--- src/rtl/ppu_pkg.sv ---
// Shared PPU constants: register indices, PPUCTRL bits, loopy v/t field positions
// and the render-time scroll increment helpers.
package ppu_pkg;

  localparam logic [2:0] PPUCTRL   = 3'd0;
  localparam logic [2:0] PPUMASK   = 3'd1;
  localparam logic [2:0] PPUSTATUS = 3'd2;
  localparam logic [2:0] OAMADDR   = 3'd3;
  localparam logic [2:0] OAMDATA   = 3'd4;
  localparam logic [2:0] PPUSCROLL = 3'd5;
  localparam logic [2:0] PPUADDR   = 3'd6;
  localparam logic [2:0] PPUDATA   = 3'd7;

  localparam int CTRL_NT_LO = 0;
  localparam int CTRL_NT_HI = 1;
  localparam int CTRL_INC   = 2;

  // LSB positions of the v/t fields
  localparam int COARSE_X = 0;
  localparam int COARSE_Y = 5;
  localparam int NT_X     = 10;
  localparam int NT_Y     = 11;
  localparam int FINE_Y   = 12;

  function automatic logic [14:0] inc_coarse_x(input logic [14:0] v);
    logic [14:0] r;
    r = v;
    if (v[COARSE_X +: 5] == 5'd31) begin
      r[COARSE_X +: 5] = 5'd0;
      r[NT_X]          = ~v[NT_X];
    end else begin
      r[COARSE_X +: 5] = v[COARSE_X +: 5] + 5'd1;
    end
    return r;
  endfunction

  // Coarse Y 30/31 live in attribute space; 31 wraps without switching nametable.
  function automatic logic [14:0] inc_y(input logic [14:0] v);
    logic [14:0] r;
    r = v;
    if (v[FINE_Y +: 3] != 3'd7) begin
      r[FINE_Y +: 3] = v[FINE_Y +: 3] + 3'd1;
    end else begin
      r[FINE_Y +: 3] = 3'd0;
      if (v[COARSE_Y +: 5] == 5'd29) begin
        r[COARSE_Y +: 5] = 5'd0;
        r[NT_Y]          = ~v[NT_Y];
      end else if (v[COARSE_Y +: 5] == 5'd31) begin
        r[COARSE_Y +: 5] = 5'd0;
      end else begin
        r[COARSE_Y +: 5] = v[COARSE_Y +: 5] + 5'd1;
      end
    end
    return r;
  endfunction

endpackage

--- src/rtl/ppu_vram_addr_mux.sv ---
// VRAM address select for NT/AT/CHR fetches and CPU access, plus the
// attribute-pair latch feeding render.
module ppu_vram_addr_mux
  import ppu_pkg::*;
(
  input  logic        clk,
  input  logic        rst_n,
  input  logic        fetch_tile,
  input  logic        fetch_attr,
  input  logic        fetch_chr,
  input  logic [12:0] pattern_idx,
  input  logic [13:0] v,
  input  logic [7:0]  data_i,
  output logic [13:0] vram_addr,
  output logic [1:0]  attr_o
);

  logic [1:0] attr_sel;

  always_comb begin
    vram_addr = v;
    if (fetch_tile)
      vram_addr = {2'b10, v[11:0]};
    else if (fetch_attr)
      vram_addr = {2'b10, v[11:10], 4'b1111, v[9:7], v[4:2]};
    else if (fetch_chr)
      vram_addr = {1'b0, pattern_idx};
  end

  // Quadrant within the 32x32 attribute cell: {coarse_y[1], coarse_x[1]}
  always_ff @(posedge clk or negedge rst_n) begin
    if (!rst_n)          attr_sel <= 2'd0;
    else if (fetch_attr) attr_sel <= {v[6], v[1]};
  end

  assign attr_o = data_i[{attr_sel, 1'b0} +: 2];

  a_fetch_onehot: assert property (@(posedge clk) disable iff (!rst_n)
    $onehot0({fetch_tile, fetch_attr, fetch_chr}));

endmodule

--- src/rtl/ppu_scroll.sv ---
// Loopy v/t/x/w scroll registers: CPU register decode, render-driven
// increments/copies, and the VRAM address mux.
module ppu_scroll
  import ppu_pkg::*;
#(
  parameter int RENDER_GLITCH_INC = 1
) (
  input  logic        clk,
  input  logic        rst_n,
  input  logic [2:0]  cpu_addr,
  input  logic        cpu_wr,
  input  logic        cpu_rd,
  input  logic [7:0]  cpu_din,
  input  logic        rendering,
  input  logic        v_incx,
  input  logic        v_incy,
  input  logic        v_resetx,
  input  logic        v_resety,
  input  logic        fetch_tile,
  input  logic        fetch_attr,
  input  logic        fetch_chr,
  input  logic [12:0] pattern_idx,
  input  logic [7:0]  data_i,
  output logic [2:0]  fine_x,
  output logic [2:0]  fine_y,
  output logic [1:0]  attr_o,
  output logic [13:0] vram_addr,
  output logic [14:0] v_o
);

  logic [14:0] v, t, v_n, t_n;
  logic [2:0]  x, x_n;
  logic        w, w_n, ctrl_inc, load_v;
  logic        data_acc, any_strobe, do_x, do_y;

  assign data_acc   = (cpu_wr || cpu_rd) && (cpu_addr == PPUDATA);
  assign any_strobe = v_incx || v_incy || v_resetx || v_resety;

  always_comb begin
    t_n    = t;
    x_n    = x;
    w_n    = w;
    load_v = 1'b0;
    if (cpu_wr) begin
      case (cpu_addr)
        PPUCTRL: t_n[NT_X +: 2] = cpu_din[CTRL_NT_HI:CTRL_NT_LO];
        PPUSCROLL: begin
          if (!w) begin
            t_n[COARSE_X +: 5] = cpu_din[7:3];
            x_n                = cpu_din[2:0];
          end else begin
            t_n[FINE_Y +: 3]   = cpu_din[2:0];
            t_n[COARSE_Y +: 5] = cpu_din[7:3];
          end
          w_n = ~w;
        end
        PPUADDR: begin
          if (!w) begin
            t_n[14]   = 1'b0;
            t_n[13:8] = cpu_din[5:0];
          end else begin
            t_n[7:0] = cpu_din;
            load_v   = 1'b1;
          end
          w_n = ~w;
        end
        default: ;
      endcase
    end
    if (cpu_rd && cpu_addr == PPUSTATUS) w_n = 1'b0;
  end

  // Apply lowest priority first so later assignments override.
  always_comb begin
    v_n  = v;
    do_x = v_incx;
    do_y = v_incy;
    if (data_acc && !any_strobe) begin
      if (rendering && RENDER_GLITCH_INC != 0) {do_x, do_y} = 2'b11;
      else v_n = v + (ctrl_inc ? 15'd32 : 15'd1);
    end
    if (do_x) v_n = inc_coarse_x(v_n);
    if (do_y) v_n = inc_y(v_n);
    if (v_resetx) begin
      v_n[NT_X]          = t[NT_X];
      v_n[COARSE_X +: 5] = t[COARSE_X +: 5];
    end
    if (v_resety) begin
      v_n[FINE_Y +: 3]   = t[FINE_Y +: 3];
      v_n[NT_Y]          = t[NT_Y];
      v_n[COARSE_Y +: 5] = t[COARSE_Y +: 5];
    end
    if (load_v) v_n = t_n;
  end

  always_ff @(posedge clk or negedge rst_n) begin
    if (!rst_n) begin
      v        <= '0;
      t        <= '0;
      x        <= '0;
      w        <= 1'b0;
      ctrl_inc <= 1'b0;
    end else begin
      v <= v_n;
      t <= t_n;
      x <= x_n;
      w <= w_n;
      if (cpu_wr && cpu_addr == PPUCTRL) ctrl_inc <= cpu_din[CTRL_INC];
    end
  end

  assign fine_x = x;
  assign fine_y = v[FINE_Y +: 3];
  assign v_o    = v;

  ppu_vram_addr_mux u_mux (
    .clk        (clk),
    .rst_n      (rst_n),
    .fetch_tile (fetch_tile),
    .fetch_attr (fetch_attr),
    .fetch_chr  (fetch_chr),
    .pattern_idx(pattern_idx),
    .v          (v[13:0]),
    .data_i     (data_i),
    .vram_addr  (vram_addr),
    .attr_o     (attr_o)
  );

endmodule

--- config.mk ---
export PLATFORM = sky130hd
export DESIGN_NAME = ppu_scroll
export DESIGN_NICKNAME = d
export VERILOG_FILES = /design/src/rtl/ppu_pkg.sv /design/src/rtl/ppu_vram_addr_mux.sv /design/src/rtl/ppu_scroll.sv
export SDC_FILE = /design/constraint.sdc
export NUM_CORES = 1
export LEC_CHECK = 0
export ABC_AREA = 1
export CORE_UTILIZATION = 54
export DETAILED_ROUTE_END_ITERATION = 6
export GPL_ROUTABILITY_DRIVEN = 0
export PLACE_DENSITY = 0.83
export REMOVE_ABC_BUFFERS = 1
export SETUP_SLACK_MARGIN = 0.2
export SLEW_MARGIN = 20
export SYNTH_ARGS = -nofsm -noshare
export SYNTH_HDL_FRONTEND = slang
export SYNTH_SLANG_ARGS = --single-unit
--- constraint.sdc ---
create_clock -name clk -period 7.1 [get_ports clk]
set_input_delay 2.13 -clock clk [delete_from_list [all_inputs] [get_ports clk]]
set_output_delay 2.13 -clock clk [all_outputs]
set_load 0.05 [all_outputs]
==> Word level (Yosys, flattened, before mapping) <==
Cells that the tools add are included.
{ "word_totals": {"ff_bits": 37, "output_inout_bits": 37, "wordCells": 77, "in_bits": 44} }
{ "classes": {"n_eq_ne": 8, "bitwise": 3, "shift": 1, "muxes": 40, "n_reduce_logical": 15, "n_addsub": 4} }
{ "op_table": {"columns": ["cell", "n"], "rows": [
  ["15-bit 2-to-1 mux", 5],
  ["14-bit 2-to-1 mux", 3],
  ["5-bit 2-to-1 mux", 8],
  ["10-bit case mux with 2 select lines", 1],
  ["15-bit by 6-bit adder with 15-bit output", 1],
  ["5-bit equality test, second input constant", 3],
  ["1-bit 2-to-1 mux", 14],
  ["11-bit 2-to-1 mux", 1],
  ["5-bit by 1-bit adder with 5-bit output, second input constant", 2],
  ["3-bit equality test, second input constant", 3],
  ["8-bit 2-to-1 mux", 1],
  ["8-bit by 4-bit variable part select with 2-bit output", 1],
  ["7-bit 2-to-1 mux", 1],
  ["3-bit 2-to-1 mux", 2],
  ["6-bit 2-to-1 mux", 1],
  ["3-bit case mux with 2 select lines", 1],
  ["1-bit logical AND", 4],
  ["1-bit logical OR", 4],
  ["4-bit 2-to-1 mux", 1],
  ["2-bit case mux with 2 select lines", 1],
  ["2-bit nonzero test", 2],
  ["3-bit by 1-bit adder with 3-bit output, second input constant", 1],
  ["3-bit by 2-bit equality test with 1-bit output, second input constant", 1],
  ["3-bit logical NOT", 1],
  ["other kinds (6)", 8]
]} }

==> Depth between registers and ports, before layout <==
{ "logic_depth": {"ltp_word": 16, "ltp_mapped": 21, "mapped_depth_nobuf": 21} }

==> Modules after synthesis <==
From an unflattened synthesis, not the netlist that was laid out.
{ "hier_totals": {"cells_unflattened": 539, "hier_area_um2": 3423.3} }
{ "modules_own_cells": {"columns": ["module", "area_per_inst_um2", "n_inst", "cells_per_inst"], "rows": [
  ["ppu_scroll", 2839.0, 1, 415],
  ["ppu_vram_addr_mux", 584.3, 1, 124]
]} }

==> Least setup slack after synthesis <==
No wires, ideal clock.
{ "synth_path": {"kind": "input port to output port", "from": "input port fetch_tile", "to": "output port vram_addr[10]", "setup_slack_ns": 1.350, "t_required_ns": 4.970, "t_arrival_ns": 3.620, "stages": 4, "path_cell_list": "clkbuf_1 -> nor2_1 -> nand2_1 -> a21oi_1"} }
{ "synth_via": {"elab_chain_cells": 1} }
{ "synth_lines": {"columns": ["element", "line", "source"], "rows": [
  ["start: declaration", "ppu_scroll.sv:19", "input logic fetch_tile,"],
  ["14-bit 2-to-1 mux", "ppu_vram_addr_mux.sv:22", "if (fetch_tile)"],
  ["end: declaration", "ppu_scroll.sv:27", "output logic [13:0] vram_addr,"]
]} }
Every way passes these cells.

==> Final worst setup path <==
{ "layout_path": {"from": "input port fetch_attr", "to": "output port vram_addr[2]"} }
{ "layout_via": {"elab_chain_cells": 2} }
{ "layout_lines": {"columns": ["element", "line", "source"], "rows": [
  ["start: declaration", "ppu_scroll.sv:20", "input logic fetch_attr,"],
  ["14-bit 2-to-1 mux", "ppu_vram_addr_mux.sv:24", "else if (fetch_attr)"],
  ["14-bit 2-to-1 mux", "ppu_vram_addr_mux.sv:22", null]
]} }
Every way passes these cells.

==> flow_metrics.env <==
export IMPL_status="complete, no violations"
export IMPL_grt_usage_pct=30.4
export IMPL_vias=3562
export IMPL_yosysWarnings=0
export IMPL_syn2layout_area_growth_pct=27.5
export IMPL_worst_pin_slew_ns=0.817
export IMPL_synth_top_cell_area_share_pct=28.2
export IMPL_post_dp_cell_area_um2=4110
export IMPL_top_usage_layer="met2"
export IMPL_clk_path_buf_depth=2
export IMPL_async_reset_ff_share_pct=100
export IMPL_synth_top_area_cell="dfrtp_1"
export IMPL_antenna_found_initial=0
export IMPL_routed_via_density=5.58
export IMPL_use_met1_pct=39.1
export IMPL_slew_viol_final=0
export IMPL_drive_above_1_share_pct=9.95
export IMPL_synth_area_leaders="dfrtp_1 28%, nand2_1 14%, inv_1 6.7%"
export IMPL_finalSetupViolCount=0
export IMPL_min_period_over_period_pct=89.4
export IMPL_dp_slack_ns=0.773
export IMPL_post_cts_buffers=0
export IMPL_use_met2_pct=52.7
export IMPL_fin_setup_tns_ns=0
export IMPL_cts_resized=0
export IMPL_dr_pass1_iters=6
export IMPL_max_vdd_ir_drop_uv=169
export IMPL_path_class="input pin to output pin"
export IMPL_cts_buffers=5
export IMPL_htreeDepth=2
export IMPL_hold_buffers=0
export IMPL_power_density_nw_per_um2=272
export IMPL_timing_critical_path_from="fetch_attr"
export IMPL_globalRoute_totalOverflow=0
export IMPL_seq_area_frac_synth_pct=28.2
export IMPL_ys_ff_latch=37
export IMPL_worstPathRequired_ns=4.97
export IMPL_dp_hpwl_um=7340
export IMPL_hold_violations=0
export IMPL_hold_class="flip-flop to flip-flop"
export IMPL_grt_pass1_vias=3221
export IMPL_rr_endpoint="v_o[8]"
export IMPL_fp_dieH_um=80.0
export IMPL_ant_nets=0
export IMPL_clk_pin_slew_ns=0.07
export IMPL_root_buffer="clkbuf_8"
export IMPL_drcViolationCount=0
export IMPL_fp_dieW_um=80.0
export IMPL_fin_ws_ns=0.754
export IMPL_critPathMaxFanout=10
export IMPL_start_kind="input pin"
export IMPL_max_freq_mhz=158
export IMPL_dieArea_um2=6400
export IMPL_netlist_area_um2=3290
export IMPL_cts_num_sinks=37
export IMPL_reg2reg_slack_ns=4.14
export IMPL_grt_pass1_wl_um=15100
export IMPL_hold_path_startpoint="fine_x[2]"
export IMPL_skew_ns=0.00641
export IMPL_ys_flop_type="dfrtp_1"
export IMPL_rows=28
export IMPL_rsz0062_at_grt="false"
export IMPL_cp_end_kind="output pin"
export IMPL_core_um2=5890
export IMPL_grt_max_degree=38
export IMPL_power_leakage_uw=0.00193
export IMPL_diodes=0
export IMPL_grt_met3_usage_pct=3.89
export IMPL_netlist_instances=488
export IMPL_synth_edf_count=0
export IMPL_stdcell_area_um2=4190
export IMPL_r2r_start="ctrl_inc"
export IMPL_routed_wl_um=9280
export IMPL_synth_area_per_cell_um2=6.73
export IMPL_insertion_delay_ns=0.29
export IMPL_dr_first_iter_drc_count=189
export IMPL_wl_per_cell_um=14.5
export IMPL_yosys_cell_types_count=42
export IMPL_worstHoldEndpoint="fine_x[2]"
export IMPL_slew_headroom_pct=45.5
export IMPL_port_buffer_count=80
export IMPL_io_pins=81
export IMPL_crit_arrival_ns=4.22
export IMPL_r2r_cells=20
export IMPL_initial_core_util_pct=55.8
export IMPL_max_cap_violations=0
export IMPL_finalCriticalPeriod_ns=6.35
export IMPL_p_total_uw=1140
export IMPL_fin_nets=616
export IMPL_cts_tree="yes"
export IMPL_hold_depth=2
-- cell usage after synthesis, types with 3 or more instances --
cell type and count:
nor2_1 41, a21oi_1 24, dfrtp_1 37, nand4_1 4, o22ai_1 7, buf_4 3
buf_2 3, nand3_2 3, o21ai_0 28, inv_2 6, o221ai_1 8, nand2_2 11
ha_1 10, nor3_1 8, xor2_1 7, nor2_2 12, inv_1 59, a32oi_1 3
nand3_1 22, nand2_1 126, nand2_4 5, o21ai_1 12, o211ai_1 12, or2_2 3
nor2_4 4, clkbuf_1 7
-- report_power, final --
part           internal, uW  total, uW  switching, uW
logic                   226        658            432
clock network          69.7        141           71.1
registers               267        342           74.9
-- flip-flops by register name, summed over array words and instances, names as in the netlist --
| signal | count |
|---|---|
| ctrl_inc | 1 |
| fine_x | 3 |
| t | 15 |
| u_mux.attr_sel | 2 |
| v_o | 15 |
| w | 1 |
-- worst max-delay path, cell delays in order --
cell and delay [ns]:
clkdlybuf4s50_1 0.57, inv_1 0.08, or2_2 0.37, o221ai_1 0.22, clkdlybuf4s50_1 0.83
-- per-layer routing --
layer | part of all wire, % | routed length (um) | vias up
li1 | - | - | 1760
met1 | 43 | 3970 | 1630
met2 | 48 | 4420 | 155
met3 | 7.5 | 699 | 17
met4 | 2.0 | 189 | 0
met5 | 0 | 0 | -
-- worst max-delay path by stage --
| stage | endpoint | slack [ns] | cells after the start |
|---|---|---|---|
| floorplan | vram_addr[10] | 1.39 | 4 |
| global placement | vram_addr[5] | 0.81 | 5 |
| detailed placement | vram_addr[2] | 0.77 | 5 |
| CTS | vram_addr[2] | 0.76 | 5 |
| global route | vram_addr[11] | 0.69 | 8 |
| finish | vram_addr[2] | 0.75 | 5 |
-- metrics by stage --
| step | hold slack (ns) | cells | utilization (%) |
|---|---|---|---|
| 2_1_floorplan | 0.468 | 474 | - |
| 3_3_place_gp | 0.472 | 630 | 69.8 |
| 3_5_place_dp | 0.477 | 630 | 69.8 |
| 4_1_cts | 0.501 | 638 | 71.2 |
| 5_1_grt | 0.522 | 638 | 71.2 |
| 6_report | 0.493 | 638 | 71.2 |
-- cells by family (layout without fill, tap and decap cells) --
| logic type | count (synthesis) | after routing | synth area share [%] |
|---|---|---|---|
| compound gates | 109 | 109 | 20.3 |
| flops | 37 | 37 | 28.2 |
| simple gates | 244 | 244 | 35.1 |
| buf+inv | 79 | 154 | 9.71 |
| xor+xnor | 9 | 9 | 2.86 |
| fa+ha+maj | 10 | 10 | 3.81 |
-- placed cells by master (no fill, tap or decap), drive strengths merged --
master,count
nand4,4
a32oi,3
or2,4
o32ai,1
a21oi,25
o21bai,2
o22ai,7
inv,65
ha,10
and3,1
xor2,9
nor3,8
o221ai,8
buf,2
o211ai,12
nand2,142
a211oi,2
o21ai,40
a21boi,2
clkdlybuf4s50,79
a32o,1
nand3b,1
a22oi,2
nor2,58
clkbuf,8
a31oi,2
nand3,26
dfrtp,37
o2111ai,2
-- final cells by class --
type                       count  area, um^2
timing repair buffer          81         803
inverter                      65         244
sequential                    37         926
tap                           75        93.8
multi-input combinational    372        2040
clock buffer                   8        80.1
fill                         516        1700
Note: power is estimated with default switching activity, not from simulation.
